**src/rtl/llc_mem_req_buf.sv**
```systemverilog
`default_nettype none
// ============================================================================
// Module   : llc_mem_req_buf
// Purpose  : In-order LLC-to-memory request queue with an outstanding-read
//            limit, combinational response pass-through and a flush drain.
//            Define LLC_MEM_REQ_BYPASS_EN for same-cycle issue on empty queue.
// Revision : 1.0
// ============================================================================
module llc_mem_req_buf #(
    parameter int DEPTH  = 4,
    parameter int MAX_RD = 2,
    parameter int ADDR_W = 32,
    parameter int LINE_W = 128
) (
    input  logic                          clk,
    input  logic                          rst,
    input  logic                          req_in_valid,
    output logic                          req_in_ready,
    input  logic                          req_in_hwrite,
    input  logic [2:0]                    req_in_hsize,
    input  logic [1:0]                    req_in_hprot,
    input  logic [ADDR_W-1:0]             req_in_addr,
    input  logic [LINE_W-1:0]             req_in_line,
    output logic                          mem_req_valid,
    input  logic                          mem_req_ready,
    output logic                          mem_req_hwrite,
    output logic [2:0]                    mem_req_hsize,
    output logic [1:0]                    mem_req_hprot,
    output logic [ADDR_W-1:0]             mem_req_addr,
    output logic [LINE_W-1:0]             mem_req_line,
    input  logic                          mem_rsp_valid,
    output logic                          mem_rsp_ready,
    input  logic [LINE_W-1:0]             mem_rsp_line,
    output logic                          core_rsp_valid,
    input  logic                          core_rsp_ready,
    output logic [LINE_W-1:0]             core_rsp_line,
    input  logic                          flush_req,
    output logic                          flush_done,
    output logic [$clog2(MAX_RD+1)-1:0]   rd_cnt,
    output logic                          err
);

    localparam int c_PTR_W = $clog2(DEPTH);
    localparam int c_CNT_W = $clog2(DEPTH) + 1;
    localparam int c_RD_W  = $clog2(MAX_RD + 1);

    typedef enum logic [1:0] {
        IDLE  = 2'd0,
        DRAIN = 2'd1,
        DONE  = 2'd2
    } state_t;

    state_t              r_state;
    state_t              w_state_nxt;

    logic [c_PTR_W-1:0]  r_wr_ptr;
    logic [c_PTR_W-1:0]  r_rd_ptr;
    logic [c_CNT_W-1:0]  r_count;
    logic [c_RD_W-1:0]   r_rd_cnt;
    logic                r_err;

    logic                r_hwrite_mem [DEPTH];
    logic [2:0]          r_hsize_mem  [DEPTH];
    logic [1:0]          r_hprot_mem  [DEPTH];
    logic [ADDR_W-1:0]   r_addr_mem   [DEPTH];
    logic [LINE_W-1:0]   r_line_mem   [DEPTH];

    logic                w_full;
    logic                w_empty;
    logic                w_rd_room;
    logic                w_head_hwrite;
    logic                w_fifo_valid;
    logic                w_pop;
    logic                w_in_ready;
    logic                w_byp_take;
    logic                w_push;
    logic                w_rd_issue;
    logic                w_rsp_hs;
    logic                w_rsp_dec;
    logic                w_err_set;

    assign w_full        = (r_count == c_CNT_W'(DEPTH));
    assign w_empty       = (r_count == '0);
    assign w_rd_room     = (r_rd_cnt < c_RD_W'(MAX_RD));
    assign w_head_hwrite = r_hwrite_mem[r_rd_ptr];
    assign w_fifo_valid  = !w_empty && (w_head_hwrite || w_rd_room);
    assign w_pop         = rst && w_fifo_valid && mem_req_ready;

    // A simultaneous pop frees a slot, so a full queue can still accept.
    assign w_in_ready    = rst && (r_state != DRAIN) && (!w_full || w_pop);
    assign req_in_ready  = w_in_ready;

`ifdef LLC_MEM_REQ_BYPASS_EN
    logic w_byp_valid;

    assign w_byp_valid   = req_in_valid && w_in_ready && w_empty &&
                           (req_in_hwrite || w_rd_room);
    assign w_byp_take    = w_byp_valid && mem_req_ready;
    assign mem_req_valid = rst && (w_fifo_valid || w_byp_valid);

    always_comb begin
        if (w_empty) begin
            mem_req_hwrite = req_in_hwrite;
            mem_req_hsize  = req_in_hsize;
            mem_req_hprot  = req_in_hprot;
            mem_req_addr   = req_in_addr;
            mem_req_line   = req_in_line;
        end else begin
            mem_req_hwrite = w_head_hwrite;
            mem_req_hsize  = r_hsize_mem[r_rd_ptr];
            mem_req_hprot  = r_hprot_mem[r_rd_ptr];
            mem_req_addr   = r_addr_mem[r_rd_ptr];
            mem_req_line   = r_line_mem[r_rd_ptr];
        end
    end
`else
    assign w_byp_take     = 1'b0;
    assign mem_req_valid  = rst && w_fifo_valid;
    assign mem_req_hwrite = w_head_hwrite;
    assign mem_req_hsize  = r_hsize_mem[r_rd_ptr];
    assign mem_req_hprot  = r_hprot_mem[r_rd_ptr];
    assign mem_req_addr   = r_addr_mem[r_rd_ptr];
    assign mem_req_line   = r_line_mem[r_rd_ptr];
`endif

    assign w_push     = req_in_valid && w_in_ready && !w_byp_take;
    assign w_rd_issue = (w_pop && !w_head_hwrite) || (w_byp_take && !req_in_hwrite);

    assign core_rsp_valid = mem_rsp_valid;
    assign mem_rsp_ready  = core_rsp_ready;
    assign core_rsp_line  = mem_rsp_line;

    // A response with nothing outstanding is flagged but never underflows.
    assign w_rsp_hs  = mem_rsp_valid && core_rsp_ready;
    assign w_rsp_dec = w_rsp_hs && (r_rd_cnt != '0);
    assign w_err_set = (w_rsp_hs && (r_rd_cnt == '0)) ||
                       (req_in_valid && w_full && !w_pop);

    always_ff @(posedge clk or negedge rst) begin
        if (!rst) begin
            r_wr_ptr <= '0;
            r_rd_ptr <= '0;
            r_count  <= '0;
            r_rd_cnt <= '0;
            r_err    <= 1'b0;
        end else begin
            if (w_push) begin
                r_wr_ptr <= r_wr_ptr + c_PTR_W'(1);
            end
            if (w_pop) begin
                r_rd_ptr <= r_rd_ptr + c_PTR_W'(1);
            end
            case ({w_push, w_pop})
                2'b10:   r_count <= r_count + c_CNT_W'(1);
                2'b01:   r_count <= r_count - c_CNT_W'(1);
                default: r_count <= r_count;
            endcase
            case ({w_rd_issue, w_rsp_dec})
                2'b10:   r_rd_cnt <= r_rd_cnt + c_RD_W'(1);
                2'b01:   r_rd_cnt <= r_rd_cnt - c_RD_W'(1);
                default: r_rd_cnt <= r_rd_cnt;
            endcase
            if (w_err_set) begin
                r_err <= 1'b1;
            end
        end
    end

    always_ff @(posedge clk) begin
        if (w_push) begin
            r_hwrite_mem[r_wr_ptr] <= req_in_hwrite;
            r_hsize_mem[r_wr_ptr]  <= req_in_hsize;
            r_hprot_mem[r_wr_ptr]  <= req_in_hprot;
            r_addr_mem[r_wr_ptr]   <= req_in_addr;
            r_line_mem[r_wr_ptr]   <= req_in_line;
        end
    end

    always_ff @(posedge clk or negedge rst) begin
        if (!rst) begin
            r_state <= IDLE;
        end else begin
            r_state <= w_state_nxt;
        end
    end

    always_comb begin
        w_state_nxt = r_state;
        flush_done  = 1'b0;
        case (r_state)
            IDLE: begin
                if (flush_req) begin
                    w_state_nxt = DRAIN;
                end
            end
            DRAIN: begin
                if (w_empty && (r_rd_cnt == '0)) begin
                    w_state_nxt = DONE;
                end
            end
            DONE: begin
                flush_done  = 1'b1;
                w_state_nxt = IDLE;
            end
            default: begin
                w_state_nxt = IDLE;
            end
        endcase
    end

    assign rd_cnt = r_rd_cnt;
    assign err    = r_err;

endmodule

`default_nettype wire

```
**config.mk**
```make
export PLATFORM = sky130hd
export DESIGN_NAME = llc_mem_req_buf
export DESIGN_NICKNAME = d
export VERILOG_FILES = /design/src/rtl/llc_mem_req_buf.sv
export SDC_FILE = /design/constraint.sdc
export NUM_CORES = 1
export LEC_CHECK = 0
export BUFFER_PORTS_ARGS = -buffer_cell sky130_fd_sc_hd__buf_2
export CAP_MARGIN = 20
export CORE_UTILIZATION = 48
export CTS_CLUSTER_SIZE = 12
export DETAILED_ROUTE_END_ITERATION = 10
export GPL_TIMING_DRIVEN = 0
export PLACE_DENSITY = 0.75
export SYNTH_ARGS = -nofsm -noshare
export SYNTH_HDL_FRONTEND = slang
export SYNTH_SLANG_ARGS = --single-unit
```
**constraint.sdc**
```tcl
create_clock -name clk -period 6.1 [get_ports clk]
set_input_delay 0.305 -clock clk [delete_from_list [all_inputs] [get_ports clk]]
set_output_delay 0.305 -clock clk [all_outputs]
set_load 0.03 [all_outputs]
```
Word-level counts from Yosys, hierarchy flattened
Memory sizes are Yosys's and may differ from the RTL's.
Index checks and enable logic that the tools add are counted.
Widths: inputs -> output; s select.
{ "op_classes": {"addsub": 6, "n_mul": 0, "div": 0, "order_cmp": 1, "n_eq_ne": 10, "shift": 0, "mux": 8, "n_bitwise": 0, "reduce_logical": 27} }
{ "op_table": {"columns": ["operator", "n"], "rows": [
  ["$logic_and 1x1->1", 13],
  ["$pmux 2 s2", 2],
  ["$add 2x1->2 const B", 3],
  ["$eq 2x1->1 const B", 3],
  ["$eq 2x2->1 const B", 3],
  ["$pmux 3 s2", 1],
  ["$reduce_bool 2->1", 3],
  ["$logic_not 1->1", 4],
  ["$logic_not 2->1", 2],
  ["$mux 2", 2],
  ["$ne 2x2->1 const B", 2],
  ["$add 3x1->3 const B", 1],
  ["$eq 3x3->1 const B", 1],
  ["$logic_not 3->1", 1],
  ["$logic_or 1x1->1", 3],
  ["$mux 1", 3],
  ["$sub 3x1->3 const B", 1],
  ["$lt 2x2->1 const B", 1],
  ["$ne 2x1->1 const B", 1],
  ["$reduce_and 2->1", 1],
  ["$sub 2x1->2 const B", 1]
]} }
{ "totals": {"reg_bits": 12, "latch_bits": 0, "ramBits": 664, "rom_bits": 0, "input_bits": 301, "elab_cells": 63, "n_memories": 5} }
{ "mem_list": {"columns": ["memory", "words", "word_bits", "rd", "rd_ports_with_merged_regs", "wr", "line", "rtl"], "rows": [
  ["r_line_mem", 4, 128, 1, 0, 1, "66", "logic [LINE_W-1:0] r_line_mem [DEPTH];"],
  ["r_addr_mem", 4, 32, 1, 0, 1, "65", "logic [ADDR_W-1:0] r_addr_mem [DEPTH];"],
  ["r_hsize_mem", 4, 3, 1, 0, 1, "63", "logic [2:0] r_hsize_mem [DEPTH];"],
  ["r_hprot_mem", 4, 2, 1, 0, 1, "64", "logic [1:0] r_hprot_mem [DEPTH];"],
  ["r_hwrite_mem", 4, 1, 1, 0, 1, "62", "logic r_hwrite_mem [DEPTH];"]
]} }

Longest topological paths before layout
{ "logic_depth": {"depth_word": 10, "depth_mapped": 12, "ltp_nobuf": 11} }

Least setup slack after synthesis
OpenSTA, ideal clock, no wires.
{ "synth_path": {"kind": "reg2reg", "startpoint": "register r_rd_cnt[1], in the netlist rd_cnt[1]", "endpoint": "memory r_addr_mem[2][0], enable pin", "t_arrival_ns": 5.705, "required_time_ns": 5.554, "setup_slack_ns": -0.151, "stages_incl_launch_ff": 6, "n_path_buf": 0, "synth_period_minus_slack_ns": 6.251, "cell_sequence": "dfrtp_1 and2_1 a221oi_2 a21oi_2 nor3b_4 and2_1"} }
{ "synth_between": {"elab_chain_len": 10} }
{ "synth_rtl": {"columns": ["element", "line", "rtl"], "rows": [
  ["from (decl)", "59", "logic [c_RD_W-1:0] r_rd_cnt;"],
  ["from (signal assigned)", "159", "2'b10: r_rd_cnt <= r_rd_cnt + c_RD_W'(1);"],
  ["from (signal assigned)", "160", "2'b01: r_rd_cnt <= r_rd_cnt - c_RD_W'(1);"],
  ["from (signal assigned)", "161", "default: r_rd_cnt <= r_rd_cnt;"],
  ["$lt 2x2->1", "84", "assign w_rd_room = (r_rd_cnt < c_RD_W'(MAX_RD));"],
  ["$logic_or 1x1->1", "86", "assign w_fifo_valid = !w_empty && (w_head_hwrite || w_rd_room);"],
  ["$logic_and 1x1->1", "86", null],
  ["$logic_and 1x1->1", null, null],
  ["net mem_req_valid", "24", "output logic mem_req_valid,"],
  ["$logic_and 1x1->1", "87", "assign w_pop = rst && w_fifo_valid && mem_req_ready;"],
  ["$logic_or 1x1->1", "90", "assign w_in_ready = rst && (r_state != DRAIN) && (!w_full || w_pop);"],
  ["$logic_and 1x1->1", "90", null],
  ["$logic_and 1x1->1", "126", "assign w_push = req_in_valid && w_in_ready && !w_byp_take;"],
  ["$mux 1", "170", "if (w_push) begin"],
  ["$mux 1 (implied by the code)", "174", "r_addr_mem[r_wr_ptr] <= req_in_addr;"],
  ["to (decl)", "65", null]
]} }
The timed path passes the listed nets, and every way through them passes these cells.

Worst setup path in the final report
{ "layout_path": {"startpoint": "register r_rd_ptr[1]", "endpoint": "output port mem_req_line[61]"} }
{ "layout_between": {"elab_chain_len": 1} }
{ "layout_rtl": {"columns": ["element", "line", "rtl"], "rows": [
  ["from (decl)", "57", "logic [c_PTR_W-1:0] r_rd_ptr;"],
  ["from (signal assigned)", "151", "r_rd_ptr <= r_rd_ptr + c_PTR_W'(1);"],
  ["$mem_v2 4x128", null, null],
  ["to (decl)", "30", "output logic [LINE_W-1:0] mem_req_line,"]
]} }
Every way passes these cells.

==> key figures <==
Synthesis
  • FF+latch count, synth: 676
  • Synth Warn #: 0
  • Synth area leader: edfxtp_1
  • Asr flop ratio synth: 1.78%
  • Top-area cell type share of the netlist area: 78.1%
  • Distinct cells, synth: 29
  • Syn Area/Cell: 23.9 sq um
  • Synth Cell Area: 25500 sq um
  • Main flop type after synthesis: edfxtp_1
  • Mapped Nets: 1375
  • Number of enable flip-flop cells after synthesis: 664
  • Top cells by area, synth: edfxtp_1 (78%), mux4_2 (15%), buf_4 (3.9%)
  • Post-Synthesis Cells: 1067
  • Register area share after synthesis: 79.3%

Timing
  • Least-Margin Pin Slew: 0.917 ns
  • Max-Slew Margin vs Limit: 38.9%
  • Setup_tns: 0 ns
  • Final hold viol count: 0
  • Worst Skew: 0.0212 ns
  • Setup-failing EPs final: 0
  • Fin crit share: 60.2%
  • Slew Viols, Final: 0
  • Crit path time final: 3.67 ns
  • RSZ-0062 raised after global routing: false
  • Max Freq: 272 MHz

Setup path
  • Critical path cell sequence: clkbuf_1 > clkbuf_1 > buf_1 > mux4_2 > buf_2
  • CP dominant cell by count: clkbuf_1
  • Critical path launch point type: flip-flop
  • Slowest library cell on the worst path: clkbuf_1
  • CP top delay family: buffers and inverters
  • Crit-path max FO: 10
  • Crit path from: r_rd_ptr[1]$_DFFE_PN0P_
  • Worst path max stage delay: 0.73 ns
  • Worst setup EP type: output port
  • CP Class: reg2out
  • Data arrival, critical path: 3.37 ns
  • Worst R2R Setup Slack: 2.82 ns
  • Buf+Inv Stages, Crit Path: 4
  • CP Data Required Time: 5.79 ns
  • RR Endpoint: r_line_mem[1][28]$_DFFE_PP_
  • Worst Reg-to-Reg Cells: 8
  • Reg2reg start: r_rd_ptr[1]$_DFFE_PN0P_

Pwr
  • Combinational power share: 34.3%
  • Sw frac: 34.1%
  • Worst vdd rail ir drop: 0.290 mV
  • Switch Pwr: 4.74 mW
  • Seq pwr share: 38.5%
  • Clk pwr share: 27.3%
  • Power Density: 424 nW/um^2
  • Total power: 13.9 mW
  • Int Pwr: 9.17 mW
  • Leak pwr: 11.8 nW

CTS
  • # hold bufs at CTS: 170
  • Total CTS buffers: 69
  • Post-CTS Setup Inserts: 0
  • Worst-skew pair later-pin latency: 0.59 ns
  • CTS root buffer: clkbuf_16
  • CTS Sinks: 676
  • Post-CTS Resized: 0
  • Clock transition at path regs: 0.06 ns
  • Worst-case clock buffer depth: 3
  • H-tree levels: 3
  • TritonCTS clock tree: yes

Placement
  • Gpl congestion: 0.810
  • HPWL after DPL: 43.4 mm
  • PortBufs: 474

Floorplan
  • Die ar.: 54100 sq um
  • Core ar.: 52600 sq um
  • I/O pin cnt: 603
  • Row cnt: 84
  • Starting Density: 48.6%
  • Chip height: 233 microns
  • Die W: 233 microns

Global route
  • Largest net degree at the start of global routing: 57
  • Global-route wire length before repair: 91.1 mm
  • Initial antenna violation count: 7
  • GR Overflow Total: 0
  • Vias in the first global route: 14000
  • Total global routing track utilization: 23.8%

Detailed routing
  • Total number of vias: 13500
  • DR DRC count: 0
  • Final wirelength: 64.9 mm
  • Iteration count of the initial detailed-routing pass: 5
  • 1st-iter DRT viols: 1005
  • Post-DRT Antenna Nets: 0
  • Via density: 5.36
  • Drt wl/cell: 25.8 microns

Layout
  • Area grow syn2layout: 28.4%
  • Fraction of layout cells with a size suffix above 1: 48.8%
  • NumNets Final: 2102

Run
  • Max-cap violations: 0

Hold path
  • Hold Path Class: in2async

Outcome
  • Outcome: finished, final reports clean
-- power by group through the flow --
stage / registers [mW] / clock network [mW] / logic, mW
after floorplan: 5.46 / 0 / 3.20
after global placement: 5.46 / 0 / 4.66
after detailed placement: 5.44 / 0 / 4.72
after CTS: 5.35 / 3.84 / 4.84
after global routing: 5.36 / 4.01 / 5.00
final: 5.35 / 3.80 / 4.77
-- per-stage QoR --
| stage | hold WS [ns] | std cells | setup WS (ns) | area (sq um) | util, % |
|---|---|---|---|---|---|
| after floorplan | 0.00941 | 1067 | 1.70 | 25500 | - |
| after global placement | 0.207 | 2229 | 0.357 | 28800 | 54.7 |
| after detailed placement | 0.214 | 2241 | 2.85 | 29100 | 55.4 |
| after CTS | 0.101 | 2511 | 2.22 | 32800 | 62.3 |
| after global routing | 0.167 | 2514 | 2.19 | 32800 | 62.4 |
| final | 0.151 | 2518 | 2.43 | 32800 | 62.4 |
-- cell families after synthesis --
group,count (synthesis),synth area share (%)
buffers and inverters,175,4.58
adders and majority gates,7,0.372
muxes,170,14.8
DFF,676,79.3
AOI/OAI and AO/OA,6,0.201
xor gates and xnor gates,9,0.309
and+or+nand+nor,24,0.515
-- layout make-up --
| class | instances | area (sq um) |
|---|---|---|
| repair buffers | 656 | 4390 |
| plain buffers | 168 | 1140 |
| multi-input cells | 216 | 4130 |
| clock buffers | 85 | 1860 |
| flip-flops and latches | 676 | 20200 |
| diodes | 7 | 17.5 |
| fillers | 3568 | 19800 |
| well taps | 688 | 861 |
| inverters | 7 | 26.3 |
| clock inverters | 15 | 113 |
-- cells in the final DEF, fill, tap and decap left out, types with 6 or more instances in the layout --
cell type        n
edfxtp_1       664
buf_2          490
dlygate4sd3_1  170
mux4_2         165
buf_4          131
clkbuf_16       71
clkbuf_1        27
dfrtp_1         12
buf_16          10
diode_2          7
inv_1            7
nor2_1           7
ha_1             6
-- worst max path at each step --
| stage | cells past startpoint | endpoint | slack [ns] |
|---|---|---|---|
| after floorplan | 5 | r_addr_mem[0][0]$_DFFE_PP_ | 1.70 |
| after global placement | 6 | r_line_mem[1][12]$_DFFE_PP_ | 0.36 |
| after detailed placement | 8 | r_line_mem[1][12]$_DFFE_PP_ | 2.85 |
| after CTS | 5 | mem_req_line[30] | 2.22 |
| after global routing | 5 | mem_req_line[30] | 2.19 |
| final | 5 | mem_req_line[61] | 2.43 |
-- routing by layer --
layer / up-vias / wire length (microns) / GRT usage (%)
met5: - / 27 / 0
met4: 4 / 2350 / 10.6
met3: 108 / 5190 / 6.04
met2: 663 / 34800 / 41.8
met1: 6985 / 22500 / 27.4
li1: 5746 / - / -
-- Yosys cell counts, types with 5 or more instances --
master	n
clkbuf_1	16
nor2_1	7
buf_4	131
mux4_2	165
ha_1	6
and2_1	5
dfrtp_1	12
edfxtp_1	664
buf_2	16
inv_1	7
buf_1	5
xnor2_1	5
-- sequential cells by signal, indices dropped and copies added (netlist names), 2 cells and up --
signal        count
r_wr_ptr          2
r_hwrite_mem      4
r_count           3
r_line_mem      512
r_state           2
r_addr_mem      128
r_hprot_mem       8
r_hsize_mem      12
r_rd_ptr          2
rd_cnt            2
Note: power is estimated with default switching activity, not from simulation.
